<file path="src/rtl/mips_multi_ctrl.sv">
// mips_multi_ctrl: multicycle MIPS control unit (main FSM, ALU decoder and
// PC-enable logic) for the extended instruction set lw/sw/R-type/beq/bne/
// addi/andi/ori/slti/j/jal, with a variable-latency memory handshake,
// a bus-timeout watchdog and a trap path for illegal instructions.
//
// Ports:
//   clk, reset          clock; asynchronous active-high reset
//   op, funct           instruction fields instr[31:26], instr[5:0]
//   zero                ALU zero flag (branch resolution)
//   mem_ready           memory completes the current access this cycle
//   mem_req             memory access request
//   pcen, memwrite, irwrite, regwrite   datapath write enables
//   alusrca, iord, zeroext              1-bit datapath selects
//   memtoreg, regdst, alusrcb, pcsrc    2-bit datapath selects
//   alucontrol          ALU operation
//   trap, cause         trap state active / cause of the last trap
//   instr_done          final cycle of a retiring instruction
//   retired             retired-instruction counter (wraps)
module mips_multi_ctrl #(
  parameter int MAX_WAIT = 16,
  parameter int WAIT_W   = 5,
  parameter int CNT_W    = 32,
  parameter bit TRAP_EN  = 1'b1
) (
  input  logic             clk,
  input  logic             reset,
  input  logic [5:0]       op,
  input  logic [5:0]       funct,
  input  logic             zero,
  input  logic             mem_ready,
  output logic             mem_req,
  output logic             pcen,
  output logic             memwrite,
  output logic             irwrite,
  output logic             regwrite,
  output logic             alusrca,
  output logic             iord,
  output logic             zeroext,
  output logic [1:0]       memtoreg,
  output logic [1:0]       regdst,
  output logic [1:0]       alusrcb,
  output logic [1:0]       pcsrc,
  output logic [2:0]       alucontrol,
  output logic             trap,
  output logic [1:0]       cause,
  output logic             instr_done,
  output logic [CNT_W-1:0] retired
);

  typedef enum logic [3:0] {
    S_FETCH, S_DECODE, S_MEMADR, S_MEMRD, S_MEMWB, S_MEMWR, S_RTYPEEX,
    S_RTYPEWB, S_BEQEX, S_BNEEX, S_IMMEX, S_IMMWB, S_JEX, S_JALEX, S_TRAP
  } state_t;

  localparam logic [5:0] OP_LW = 6'b100011, OP_SW = 6'b101011;
  localparam logic [5:0] OP_RTYPE = 6'b000000, OP_BEQ = 6'b000100;
  localparam logic [5:0] OP_BNE = 6'b000101, OP_ADDI = 6'b001000;
  localparam logic [5:0] OP_ANDI = 6'b001100, OP_ORI = 6'b001101;
  localparam logic [5:0] OP_SLTI = 6'b001010, OP_J = 6'b000010;
  localparam logic [5:0] OP_JAL = 6'b000011;

  localparam logic [2:0] ALU_AND = 3'b000, ALU_OR = 3'b001, ALU_ADD = 3'b010;
  localparam logic [2:0] ALU_SUB = 3'b110, ALU_SLT = 3'b111;

  localparam logic [1:0] CAUSE_ILLEGAL = 2'b01, CAUSE_TIMEOUT = 2'b10;

  // Counter value at which the current not-ready cycle is the MAX_WAIT-th one.
  localparam logic [WAIT_W-1:0] WAIT_LAST =
    (MAX_WAIT > 0) ? WAIT_W'(MAX_WAIT - 1) : '0;

  state_t           state_q, state_d;
  logic [WAIT_W-1:0] wait_q, wait_d;
  logic [1:0]       cause_q, cause_d;
  logic [CNT_W-1:0] retired_q, retired_d;

  logic mem_req_c, memwrite_c, irwrite_c, regwrite_c, trap_c;
  logic pcwrite, branch, branch_ne, done_c;
  logic mem_state, timeout, funct_ok;
  logic [2:0] rtype_alu;

  // R-type funct decode
  always_comb begin
    funct_ok  = 1'b1;
    rtype_alu = ALU_ADD;
    case (funct)
      6'b100000: rtype_alu = ALU_ADD;
      6'b100010: rtype_alu = ALU_SUB;
      6'b100100: rtype_alu = ALU_AND;
      6'b100101: rtype_alu = ALU_OR;
      6'b101010: rtype_alu = ALU_SLT;
      default:   funct_ok  = 1'b0;
    endcase
  end

  assign mem_state = (state_q == S_FETCH) || (state_q == S_MEMRD) ||
                     (state_q == S_MEMWR);
  // A ready memory always beats the watchdog in the same cycle.
  assign timeout = (MAX_WAIT > 0) && mem_state && !mem_ready &&
                   (wait_q == WAIT_LAST);

  always_comb begin
    state_d    = state_q;
    cause_d    = cause_q;
    mem_req_c  = 1'b0;
    memwrite_c = 1'b0;
    irwrite_c  = 1'b0;
    regwrite_c = 1'b0;
    trap_c     = 1'b0;
    pcwrite    = 1'b0;
    branch     = 1'b0;
    branch_ne  = 1'b0;
    alusrca    = 1'b0;
    iord       = 1'b0;
    zeroext    = 1'b0;
    memtoreg   = 2'b00;
    regdst     = 2'b00;
    alusrcb    = 2'b00;
    pcsrc      = 2'b00;
    alucontrol = ALU_ADD;
    case (state_q)
      S_FETCH: begin
        mem_req_c = 1'b1;
        alusrcb   = 2'b01;
        irwrite_c = mem_ready;
        pcwrite   = mem_ready;
        if (mem_ready) state_d = S_DECODE;
        else if (timeout) begin
          state_d = S_TRAP;
          cause_d = CAUSE_TIMEOUT;
        end
      end
      S_DECODE: begin
        alusrcb = 2'b11;
        case (op)
          OP_LW, OP_SW:                     state_d = S_MEMADR;
          OP_RTYPE:                         state_d = S_RTYPEEX;
          OP_BEQ:                           state_d = S_BEQEX;
          OP_BNE:                           state_d = S_BNEEX;
          OP_ADDI, OP_ANDI, OP_ORI, OP_SLTI: state_d = S_IMMEX;
          OP_J:                             state_d = S_JEX;
          OP_JAL:                           state_d = S_JALEX;
          default: begin
            if (TRAP_EN) begin
              state_d = S_TRAP;
              cause_d = CAUSE_ILLEGAL;
            end else begin
              state_d = S_FETCH;
            end
          end
        endcase
      end
      S_MEMADR: begin
        alusrca = 1'b1;
        alusrcb = 2'b10;
        state_d = (op == OP_LW) ? S_MEMRD : S_MEMWR;
      end
      S_MEMRD: begin
        mem_req_c = 1'b1;
        iord      = 1'b1;
        if (mem_ready) state_d = S_MEMWB;
        else if (timeout) begin
          state_d = S_TRAP;
          cause_d = CAUSE_TIMEOUT;
        end
      end
      S_MEMWB: begin
        regwrite_c = 1'b1;
        memtoreg   = 2'b01;
        state_d    = S_FETCH;
      end
      S_MEMWR: begin
        mem_req_c  = 1'b1;
        iord       = 1'b1;
        // The write is abandoned on the cycle the watchdog fires.
        memwrite_c = !timeout;
        if (mem_ready) state_d = S_FETCH;
        else if (timeout) begin
          state_d = S_TRAP;
          cause_d = CAUSE_TIMEOUT;
        end
      end
      S_RTYPEEX: begin
        alusrca    = 1'b1;
        alucontrol = rtype_alu;
        if (funct_ok) state_d = S_RTYPEWB;
        else if (TRAP_EN) begin
          state_d = S_TRAP;
          cause_d = CAUSE_ILLEGAL;
        end else begin
          state_d = S_FETCH;
        end
      end
      S_RTYPEWB: begin
        regwrite_c = 1'b1;
        regdst     = 2'b01;
        state_d    = S_FETCH;
      end
      S_BEQEX, S_BNEEX: begin
        alusrca    = 1'b1;
        alucontrol = ALU_SUB;
        pcsrc      = 2'b01;
        branch     = (state_q == S_BEQEX);
        branch_ne  = (state_q == S_BNEEX);
        state_d    = S_FETCH;
      end
      S_IMMEX: begin
        alusrca = 1'b1;
        alusrcb = 2'b10;
        zeroext = (op == OP_ANDI) || (op == OP_ORI);
        case (op)
          OP_ANDI: alucontrol = ALU_AND;
          OP_ORI:  alucontrol = ALU_OR;
          OP_SLTI: alucontrol = ALU_SLT;
          default: alucontrol = ALU_ADD;
        endcase
        state_d = S_IMMWB;
      end
      S_IMMWB: begin
        regwrite_c = 1'b1;
        zeroext    = (op == OP_ANDI) || (op == OP_ORI);
        state_d    = S_FETCH;
      end
      S_JEX: begin
        pcsrc   = 2'b10;
        pcwrite = 1'b1;
        state_d = S_FETCH;
      end
      S_JALEX: begin
        // PC already holds PC+4, so the link value and the jump share one edge.
        pcsrc      = 2'b10;
        pcwrite    = 1'b1;
        regwrite_c = 1'b1;
        regdst     = 2'b10;
        memtoreg   = 2'b10;
        state_d    = S_FETCH;
      end
      S_TRAP: begin
        trap_c  = 1'b1;
        pcsrc   = 2'b11;
        pcwrite = 1'b1;
        state_d = S_FETCH;
      end
      default: state_d = S_FETCH;
    endcase
  end

  // Trap exits and fetch stalls never count as retirements.
  assign done_c = (state_d == S_FETCH) && (state_q != S_FETCH) &&
                  (state_q != S_TRAP);

  assign wait_d    = (mem_state && !mem_ready && !timeout) ? wait_q + 1'b1 : '0;
  assign retired_d = retired_q + {{(CNT_W-1){1'b0}}, done_c};

  always_ff @(posedge clk or posedge reset) begin
    if (reset) begin
      state_q   <= S_FETCH;
      wait_q    <= '0;
      cause_q   <= 2'b00;
      retired_q <= '0;
    end else begin
      state_q   <= state_d;
      wait_q    <= wait_d;
      cause_q   <= cause_d;
      retired_q <= retired_d;
    end
  end

  // Side-effecting outputs are forced low for the whole reset interval.
  assign mem_req    = mem_req_c & ~reset;
  assign memwrite   = memwrite_c & ~reset;
  assign irwrite    = irwrite_c & ~reset;
  assign regwrite   = regwrite_c & ~reset;
  assign trap       = trap_c & ~reset;
  assign instr_done = done_c & ~reset;
  assign pcen       = (pcwrite | (branch & zero) | (branch_ne & ~zero)) & ~reset;
  assign cause      = cause_q;
  assign retired    = retired_q;

endmodule
</file>
<file path="config.mk">
export PLATFORM = sky130hd
export DESIGN_NAME = mips_multi_ctrl
export DESIGN_NICKNAME = d
export VERILOG_FILES = /design/src/rtl/mips_multi_ctrl.sv
export SDC_FILE = /design/constraint.sdc
export NUM_CORES = 1
export LEC_CHECK = 0
export ABC_AREA = 1
export BUFFER_PORTS_ARGS = -buffer_cell sky130_fd_sc_hd__buf_2
export CAP_MARGIN = 20
export CELL_PAD_IN_SITES_DETAIL_PLACEMENT = 0
export CELL_PAD_IN_SITES_GLOBAL_PLACEMENT = 1
export CORE_MARGIN = 2
export CORE_UTILIZATION = 38
export CTS_CLUSTER_DIAMETER = 30
export DETAILED_ROUTE_END_ITERATION = 8
export PLACE_DENSITY = 0.78
export SYNTH_ARGS = -nofsm -noshare
export SYNTH_HDL_FRONTEND = slang
export SYNTH_SLANG_ARGS = --single-unit
</file>
<file path="constraint.sdc">
create_clock -name clk -period 3.25 [get_ports clk]
set_input_delay 0.1625 -clock clk [delete_from_list [all_inputs] [get_ports clk]]
set_output_delay 0.1625 -clock clk [all_outputs]
set_load 0.1 [all_outputs]
</file>
After elaboration in Yosys (flattened, before gate mapping):

Cells that the tools add are included.

* bitwise operators: 13
* reductions and logical operators: 29
* eq/ne operators: 35
* multiplexer cells: 33
* $add $sub $neg: 2

Operators with widths (count)
* $pmux 4 s7: 2
* $eq 6x6->1 const B: 7
* $add 32x1->32: 1
* $eq 4x4->1 const B: 7
* $eq 6x4->1 const B: 4
* $mux 4: 5
* $pmux 2 s3: 3
* $pmux 3 s3: 2
* $eq 4x3->1 const B: 4
* $eq 6x2->1 const B: 2
* $eq 6x3->1 const B: 2
* $pmux 3 s4: 1
* $reduce_or 2->1: 6
* $mux 1: 11
* $reduce_or 11->1: 1
* $reduce_or 5->1: 2
* $and 1x1->1: 9
* $eq 4x2->1 const B: 2
* $logic_not 4->1: 2
* $mux 2: 4
* $pmux 2 s2: 2
* $reduce_or 4->1: 2
* $logic_not 6->1: 1
* $ne 2x2->1 const B: 3
* other kinds (17): 27

* logic and storage cells: 116
* input bits: 16
* output and inout port bits: 55
* flip-flop bits (word level): 43

Logic depth before layout (Yosys ltp):

Gate-level depths: netlist of the first run.

* depth in word-level cells: 12
* gate-level depth with buffers: 25
* mapped depth without buffers: 25

Least setup slack after synthesis of the first run:

OpenSTA, ideal clock, no wires.

* kind: reg2out
* start point: register state_q[2]
* end point: output regwrite
* stages on the path, launching flop included: 7
* slack: -1.254 ns
* arrival time: 4.342 ns
* path buffers: 0
* data required time: 3.087 ns
* path through: dfrtp_1 inv_1 nor2_2 inv_1 nor3_1 nor2_1 a21oi_1

* longest elaborated chain between the ends: 4
* elaborated cells between the ends (all ways): 7
* those cells by class: eq/ne (4); mux (1); bitwise (1); reduce/logical (1)

Ends and longest elaborated chain
* from (decl): line 71 `state_t state_q, state_d;`
* from (signal assigned): line 261 `state_q <= state_d;`
* $eq 4x4->1 / $eq 4x3->1 (equally long branches): line 120 `case (state_q)`
* $reduce_or 4->1 (no source line) (*)
* $mux 1 (*): line 120
* $and 1x1->1 (*): line 272 `assign regwrite = regwrite_c & ~reset;`
* to (decl): line 35 `output logic regwrite,`

Every way passes the cells marked *; elsewhere a longest branch is shown, timed or not.

Worst setup path after layout of the first run:

* start point: register wait_q[0]
* end point: register retired_q[30], in the netlist retired[30]

* longest elaborated chain between the ends: 9
* elaborated cells between the ends (all ways): 11
* those cells by class: add/sub (1); eq/ne (1); mux (5); reduce/logical (4)

Ends and longest elaborated chain
* from (decl): line 72 `logic [WAIT_W-1:0] wait_q, wait_d;`
* from (signal assigned): line 262 `wait_q <= wait_d;`
* $eq 5x4->1 (*): line 99 `(wait_q == WAIT_LAST);`
* $logic_and 1x1->1 (*): line 98 `assign timeout = (MAX_WAIT > 0) && mem_state && !mem_ready &&`
* $mux 4 (*): line 127, 161, 177
* $mux 4 (on tied branches): line 176, 126, 160
* $pmux 4 s7 (*): line 120
* $logic_not 4->1 (*): line 248 `assign done_c = (state_d == S_FETCH) && (state_q != S_FETCH) &&`
* $logic_and 1x1->1 (*) (2 in series): line 248
* $add 32x1->32 (*): line 252 `assign retired_d = retired_q + {{(CNT_W-1){1'b0}}, done_c};`
* net retired_d[30]: line 74 `logic [CNT_W-1:0] retired_q, retired_d;`
* to (signal assigned): line 264 `retired_q <= retired_d;`
* to (decl): line 74

Mark *: on every way through the listed nets, which the timed path passes. The rest lies on a longest branch.
A chain may end at the register's enable or synchronous reset.

==> flow_summary.toml, run 1 <==
[yosys]
synth_nets = 346
synth_seq_cells = 43
ys_types = 33
synth_top_area_cell = "dfrtp_1"
synth_area_um2 = 2659
synthCells = 326
yosys-top-cells-area = "dfrtp_1, nand2_1, inv_1"
synth_ff_type = "dfrtp_1"
synth-seq-area-share_pct = 40.47
ys_async_sr_fraction_pct = 100.0
synth_edf_count = 0
yosys_warnings = 0
syn_avg_cell_area_um2 = 8.156
yosysTopAreaCellShare_pct = 40.47

[global_route]
grt_overflow = 0
grt_max_degree = 40
grt_pass1_wl_mm = 10.07
track_usage_pct = 16.52
grt_pass1_vias = 2197
antenna_found_initial = 0

[power]
cellPowerDensity_nw_per_um2 = 803.4
p_leak_nw = 1.895
ir_worst_vdd_v = 0.0002344
power.total_mw = 2.682

[drt]
via_count = 2317
wl_met2_mm = 2.663
drt.antenna.violating_nets = 0
via_per_inst = 4.579
routed.top_layer = "met4"
drtIter0Drc = 85
drt_wl_total_mm = 6.030
drt_first_pass_iters = 4
routed-wl-met3_um = 344
wire_per_inst_um = 11.92
wl_met1_mm = 2.926
drc = 0

[placement]
place_congestion = 0.8784
place_hpwl_mm = 4.837
io_buffers = 70

[timing]
hold_viol = 0
skew_ns = 0.005962
tightest_slew_ns = 0.5094
timing.slew.headroom_pct = 66.27
holdWs_ns = 0.2198
fmax_ghz = 0.3321
setup_viol = 0
slew_violations = 0
period_needed_ns = 3.012
period_share_pct = 92.66

[floorplanning]
chipHeight_um = 87.65
coreArea_um2 = 6794
rows = 30
start_util_pct = 39.13
die_w_um = 87.65
fp.dieArea_um2 = 7682
io_pins = 71

[worst_setup_path]
start_kind = "register"
r2r-end = "retired[30]"
worst-setup-path-type = "register to register"
path_delay_family = "simple AND/OR/NAND/NOR gates"
cpPeakStageDelay_ns = 0.40
reg2reg_depth = 25
critPathMaxFanout = 3
crit_arrival_ns = 3.20
cp_num_buf_inv = 4
r2r_slack_ns = 0.24
crit_top_cell = "nand2_1"
required_ns = 3.44
crit_slowest_cell = "dfrtp_1"
setup.worst_path.end_class = "register"
reg2reg_from = "wait_q[0]"

[min_path]
hp-class = "primary input to register"
hold_end = "state_q[0]"
whs_path_depth = 3
hp-start = "op[0]"

[layout]
antenna_cells = 0
drive_above_1_share_pct = 32.20
final_core_util_pct = 49.13
area_delta_synth_final_pct = 25.55
fin_nets = 429

[cts]
cts.htree.levels = 2
numCtsBuffers = 5
cts_buffer_depth = 2
clock_latency_ns = 0.30
root_buffer = "clkbuf_8"
clock-sinks = 43
tritoncts = "yes"
cts.reportedPaths.clkPinSlew_ns = 0.08

[run]
cap_violations = 0

[status]
status = "completed"
==> cell usage in the layout, fill, tap and decap left out, drive strengths merged <==
master	count
buf	77
nand2	74
nor2	59
inv	48
dfrtp	43
nand3	27
xnor2	16
xor2	15
nand4	11
clkbuf	7
o21ai	6
nor3	6
a21oi	5
ha	4
a31oi	3
nor3b	2
and2	1
o211ai	1
o311ai	1
o32ai	1
or2	1
clkinvlp	1
dlygate4sd3	1
==> sequential cells by signal, summed over array words and instances (netlist names) <==
name and count:
cause 2, retired 32, state_q 4, wait_q 5
==> where the power goes <==
group	total (mW)	switching, mW	internal [mW]
Clock	0.378	0.185	0.193
Combinational	1.60	1.30	0.304
Sequential	0.702	0.0910	0.611
==> per-layer routing <==
metal  vias up  track usage [%]
li1       1187                -
met1      1060            24.13
met2        58            24.66
met3        12            3.110
met4         0            5.455
met5         -                0
==> tightest hold or removal path, delay by kind of cell <==
kind	cells	cell delay, ns
AO/OA/AOI/OAI	1	0.11
buffers and inverters	1	0.10
AND/OR/NAND/NOR	1	0.09
==> timing repair <==
item / CTS / global route
endpoints found under the setup margin: 0 / 5
hold buffers: 1 / 0
hold endpoints to repair: 4 / 0
buffers inserted: 0 / 4
gates resized for setup: 0 / 7
==> how the worst max path moves through the flow <==
stage	depth (start not counted)	startpoint	endpoint	slack, ns
after floorplan	6	state_q[2]	regwrite	-0.004
final	25	wait_q[0]	retired[30]	0.24
after CTS	23	wait_q[0]	retired[30]	0.12
after global placement	25	wait_q[0]	retired[30]	0.19
after detailed placement	23	wait_q[0]	retired[30]	0.13
after global routing	25	state_q[1]	retired[30]	-0.01
==> cells by family (layout without fill, tap and decap cells) <==
family	count (synthesis)	count (layout)	share of synthesized area [%]
buf+inv	50	134	7.200
compound gates	17	17	3.859
flops	43	43	40.47
fa+ha+maj	4	4	1.882
simple gates	181	181	36.09
xor+xnor	31	31	10.49
==> through the flow <==
stage                     instance area [µm²]  setup WS, ns   TNS [ns]  std cells
after global placement                   3166        0.1853          0        493
final                                    3338        0.2385          0        506
after detailed placement                 3166        0.1266          0        493
after floorplan                          2684     -0.003775  -0.003775        326
after global routing                     3338     -0.009869  -0.009869        506
after CTS                                3279        0.1162          0        502
==> synth_stat cells (2+ instances only) <==
library cell	instances
nand2_1	66
inv_1	46
nor2_1	45
dfrtp_1	43
nand3_1	19
xnor2_1	15
xor2_1	15
nand4_1	11
nor2_2	7
nor2_4	6
nand2_2	5
nand3_2	5
o21ai_0	5
a21oi_1	4
ha_1	4
nor3_1	4
a31oi_1	3
nand2_4	3
nand3_4	3
inv_2	2
nor3_4	2
nor3b_1	2
==> final cells by class <==
class | instances | area [µm²]
repair buffers | 78 | 412.9
clock buffers | 7 | 96.34
inverters | 48 | 180.2
well taps | 96 | 120.1
multi-input cells | 233 | 1444
clock inverters | 1 | 7.507
flip-flops and latches | 43 | 1077
fillers | 657 | 3456
(Power assumes the default switching activity.)
==> run 2, diff against run 1 <==
Settings changed: PLACE_DENSITY 0.78 to not set, PLACE_DENSITY_LB_ADDON set to 0.1.
==> flow_summary.toml, run 2 (same netlist as run 1, synthesis figures left out) <==
[status]
status = "completed"

[power]
power.total_mw = 2.663
p_leak_nw = 1.887
cellPowerDensity_nw_per_um2 = 803.4
ir_worst_vdd_v = 0.0002195

[cts]
clock_latency_ns = 0.30
numCtsBuffers = 5
tritoncts = "yes"
cts_buffer_depth = 2
cts.htree.levels = 2
cts_hold_buf = 0
cts.reportedPaths.clkPinSlew_ns = 0.08
clock-sinks = 43
root_buffer = "clkbuf_8"

[floorplanning]
io_pins = 71
die_w_um = 87.65
rows = 30
coreArea_um2 = 6794
fp.dieArea_um2 = 7682
chipHeight_um = 87.65
start_util_pct = 39.13

[min_path]
hp-class = "primary input to async pin"

[drt]
drt_wl_total_mm = 6.150
wl_met2_mm = 2.689
wl_met1_mm = 3.157
drt_first_pass_iters = 4
drtIter0Drc = 60
routed.top_layer = "met4"
routed-wl-met3_um = 262
via_per_inst = 4.542
wire_per_inst_um = 12.15
drc = 0
via_count = 2298
drt.antenna.violating_nets = 0

[timing]
hold_viol = 0
tightest_slew_ns = 0.6395
fmax_ghz = 0.3364
skew_ns = 0.01165
slew_violations = 0
timing.slew.headroom_pct = 57.32
period_needed_ns = 2.973
period_share_pct = 91.47
rsz0062_at_grt = "false"
setup_tns_ns = 0
setup_viol = 0

[layout]
area_delta_synth_final_pct = 24.66
multi_input_area_um2 = 1444
fin_nets = 429
layout_common_cells = "buf_2, nand2_1, inv_1, nor2_1, dfrtp_1"
seqCellArea_um2 = 1079
largest_reg_flops = 32
final_common_cell = "buf_2"
drive_above_1_share_pct = 32.20
antenna_cells = 0
nFillCells = 709
final_core_util_pct = 48.78

[worst_setup_path]
setup.worst_path.end_class = "register"
start_kind = "register"
r2r-end = "retired[30]"
worst-setup-path-type = "register to register"
crit_arrival_ns = 3.15
critPathMaxFanout = 6
reg2reg_from = "wait_q[0]"
required_ns = 3.43
r2r_slack_ns = 0.28
reg2reg_depth = 23

[global_route]
grt_max_degree = 28
grt_pass1_wl_mm = 10.18
track_usage_pct = 16.73
antenna_found_initial = 0
grt_pass1_vias = 2131
grt_overflow = 0

[placement]
place_congestion = 0.7821
place_hpwl_mm = 4.896
io_buffers = 70

[run]
cap_violations = 0
[run 2: changes by cell type in the layout (fill, tap and decap cells not counted)]
cell	previous run	this run
buf_4	7	8
clkbuf_1	0	2
clkbuf_8	7	5
clkinv_2	0	1
clkinvlp_4	1	0
dfrtp_1	42	41
dfrtp_2	1	2
dlygate4sd3_1	1	0
[run 2: cell type report]
cell class	instances	area share [%]
multi-input combinational	233	43.56
sequential	43	32.54
timing repair buffer	78	12.38
inverter	48	5.436
tap	96	3.624
clock buffer	7	2.303
clock inverter	1	0.1510
[run 2: timing repair]
item | in CTS | in global routing
endpoints found under the setup margin | 0 | 5
buffers inserted | 0 | 2
gates resized for setup | 0 | 8
[run 2: power breakdown]
group	switching, mW	internal (mW)
Combinational	1.30	0.323
Clock	0.184	0.151
Sequential	0.0909	0.612
[run 2: critical path, stage by stage (launching register included)]
cell and delay, ns:
dfrtp_1 0.40, ha_1 0.21, nand2_1 0.08, nor2_1 0.05, ha_2 0.19, nand3_4 0.10, o21ai_1 0.07, inv_1 0.07
nand3_2 0.09, nor2_1 0.11, nand2_1 0.08, inv_2 0.07, ha_4 0.14, ha_4 0.13, nand3_2 0.10, inv_2 0.07
nand2_2 0.07, nor2_4 0.15, nand3_4 0.11, nor2_8 0.16, nand2_4 0.09, nor2_4 0.11, nand2_2 0.07, xnor2_2 0.12
[run 2: routing by layer]
| layer | up-vias | global-route usage, % |
|---|---|---|
| met2 | 48 | 25.69 |
| li1 | 1196 | - |
| met1 | 1050 | 24.59 |
| met4 | 0 | 3.776 |
| met5 | - | 0 |
| met3 | 4 | 3.110 |
[run 2: how the worst max path moves through the flow]
stage | from | endpoint | slack (ns) | cells past startpoint
global placement | state_q[1] | retired[30] | 0.16 | 23
detailed placement | wait_q[0] | retired[30] | 0.13 | 23
CTS | wait_q[0] | retired[30] | 0.11 | 23
floorplan | state_q[2] | regwrite | -0.004 | 6
finish | wait_q[0] | retired[30] | 0.28 | 23
global route | wait_q[0] | retired[30] | 0.002 | 25
[run 2: metrics by stage]
step	setup slack (ns)	hold slack [ns]	std cells	cell area, µm²
finish	0.2772	0.05089	506	3314
floorplan	-0.003775	0.3304	326	2684
CTS	0.1134	0.06732	504	3269
global route	0.001957	0.1024	506	3314
global placement	0.1603	0.3844	496	3188
detailed placement	0.1319	0.3922	496	3188
==> run 3, diff against run 2 <==
Clock period 3.25 ns to 3.3 ns, I/O delays scaled along.
==> flow_summary.toml, run 3 (same netlist as run 1, synthesis figures left out) <==
[worst_setup_path]
cp_num_buf_inv = 3
path_cells = "ha_1 > nand2_1 > nor2_1 > ha_2 > nand3_4 > o21ai_1 > inv_1 > nand3_2 > nor2_1 > nand2_1 > inv_1 > ha_4 > ha_4 > nand3_2 > inv_2 > nand2_2 > nor2_4 > nand3_4 > nor2_8 > nand2_4 > nor2_4 > nand2_2 > xnor2_2"
setup.worst_path.end_class = "register"
critPathMaxFanout = 6
crit_arrival_ns = 3.23
required_ns = 3.48
crit_slowest_cell = "dfrtp_1"
start_kind = "register"
path_delay_family = "simple AND/OR/NAND/NOR gates"
cpPeakStageDelay_ns = 0.40
worst-setup-path-type = "register to register"

[drt]
via_count = 2295
wire_per_inst_um = 12.36
drt.antenna.violating_nets = 0
via_per_inst = 4.518
drt_wl_total_mm = 6.278
drt_first_pass_iters = 4
drtIter0Drc = 154
drc = 0

[global_route]
antenna_found_initial = 0
track_usage_pct = 16.43
grt_pass1_wl_mm = 10.01
grt_pass1_vias = 2157
grt_overflow = 0
grt_max_degree = 25

[cts]
cts_hold_buf = 0
cts_buffer_depth = 2
clock_latency_ns = 0.29
root_buffer = "clkbuf_8"
cts.reportedPaths.clkPinSlew_ns = 0.09
tritoncts = "yes"
clock-sinks = 43
cts.htree.levels = 2
numCtsBuffers = 5

[run]
cap_violations = 0

[timing]
tightest_slew_ns = 0.8953
period_needed_ns = 3.046
holdWs_ns = 0.1420
skew_ns = 0.007679
hold_viol = 0
setup_viol = 0
fmax_ghz = 0.3283
slew_violations = 0
timing.slew.headroom_pct = 40.25
period_share_pct = 92.30

[layout]
multi_input_area_um2 = 1444
antenna_cells = 0
area_delta_synth_final_pct = 25.27
nFillCells = 683
seqCellArea_um2 = 1076
final_common_cell = "buf_2"
largest_reg_flops = 32
layout_common_cells = "buf_2, nand2_1, inv_1, nor2_1, dfrtp_1"
fin_nets = 431
drive_above_1_share_pct = 32.04

[floorplanning]
die_w_um = 87.65
chipHeight_um = 87.65
io_pins = 71
fp.dieArea_um2 = 7682
start_util_pct = 39.13
rows = 30
coreArea_um2 = 6794

[status]
status = "completed"

[placement]
io_buffers = 70
place_hpwl_mm = 4.956
place_congestion = 0.8102

[power]
ir_worst_vdd_v = 0.0002765
cellPowerDensity_nw_per_um2 = 787.0
p_leak_nw = 1.901
power.total_mw = 2.621

[min_path]
hp-class = "primary input to async pin"
run 3: cell count changes in the layout (fill, tap and decap cells not counted):
cell | before | now
buf_4 | 8 | 10
dfrtp_1 | 41 | 43
dfrtp_2 | 2 | 0
clkbuf_1 | 2 | 1
clkinvlp_4 | 0 | 1
inv_1 | 45 | 46
inv_2 | 3 | 2
run 3: path summary, 6_finish.rpt:
path | start | endpoint | slack [ns] | depth (start not counted)
worst max-delay path | wait_q[0] | retired[30] | 0.25 | 23
worst min-delay path | reset | retired[7] | 0.14 | 2
worst max register to register | wait_q[0] | retired[30] | 0.25 | 23
worst min register to register | retired[31] | retired[31] | 0.48 | 1
max in group asynchronous | reset | retired[0] | 2.34 | 3
min in group clk | op[0] | state_q[0] | 0.23 | 3
run 3: layout make-up:
cell class,instances,area share [%]
Multi-Input combinational cell,233,43.35
Sequential cell,43,32.31
Timing Repair Buffer,80,12.77
Inverter,48,5.409
Tap cell,96,3.606
Clock buffer,6,2.179
Clock inverter,2,0.3757
run 3: metal layers:
layer / track usage, % / part of all wire (%) / wire [µm] / vias up
met5: 0 / 0 / 0 / -
met4: 3.916 / 0.70 / 44 / 0
met3: 3.110 / 5.0 / 313 / 5
met2: 25.14 / 44 / 2749 / 58
met1: 24.09 / 50 / 3170 / 1036
li1: - / - / - / 1196
run 3: metrics by stage:
stage | TNS, ns | std cells | setup WS [ns] | instance area (µm²) | utilization (%)
floorplan | 0 | 326 | 0.04373 | 2684 | -
global placement | 0 | 494 | 0.1918 | 3173 | 46.70
detailed placement | 0 | 494 | 0.1297 | 3173 | 46.70
CTS | 0 | 502 | 0.1174 | 3258 | 47.96
global route | -0.01914 | 508 | -0.01580 | 3331 | 49.02
finish | 0 | 508 | 0.2540 | 3331 | 49.02
run 3: power breakdown:
| group | internal [mW] | total, mW | switching (mW) |
|---|---|---|---|
| Clock | 0.148 | 0.333 | 0.185 |
| Sequential | 0.601 | 0.688 | 0.0875 |
| Combinational | 0.311 | 1.60 | 1.29 |
run 3: timing repair:
action,in CTS,in global routing
buffers inserted,0,6
endpoints found under the setup margin,0,5
resized for setup,0,5
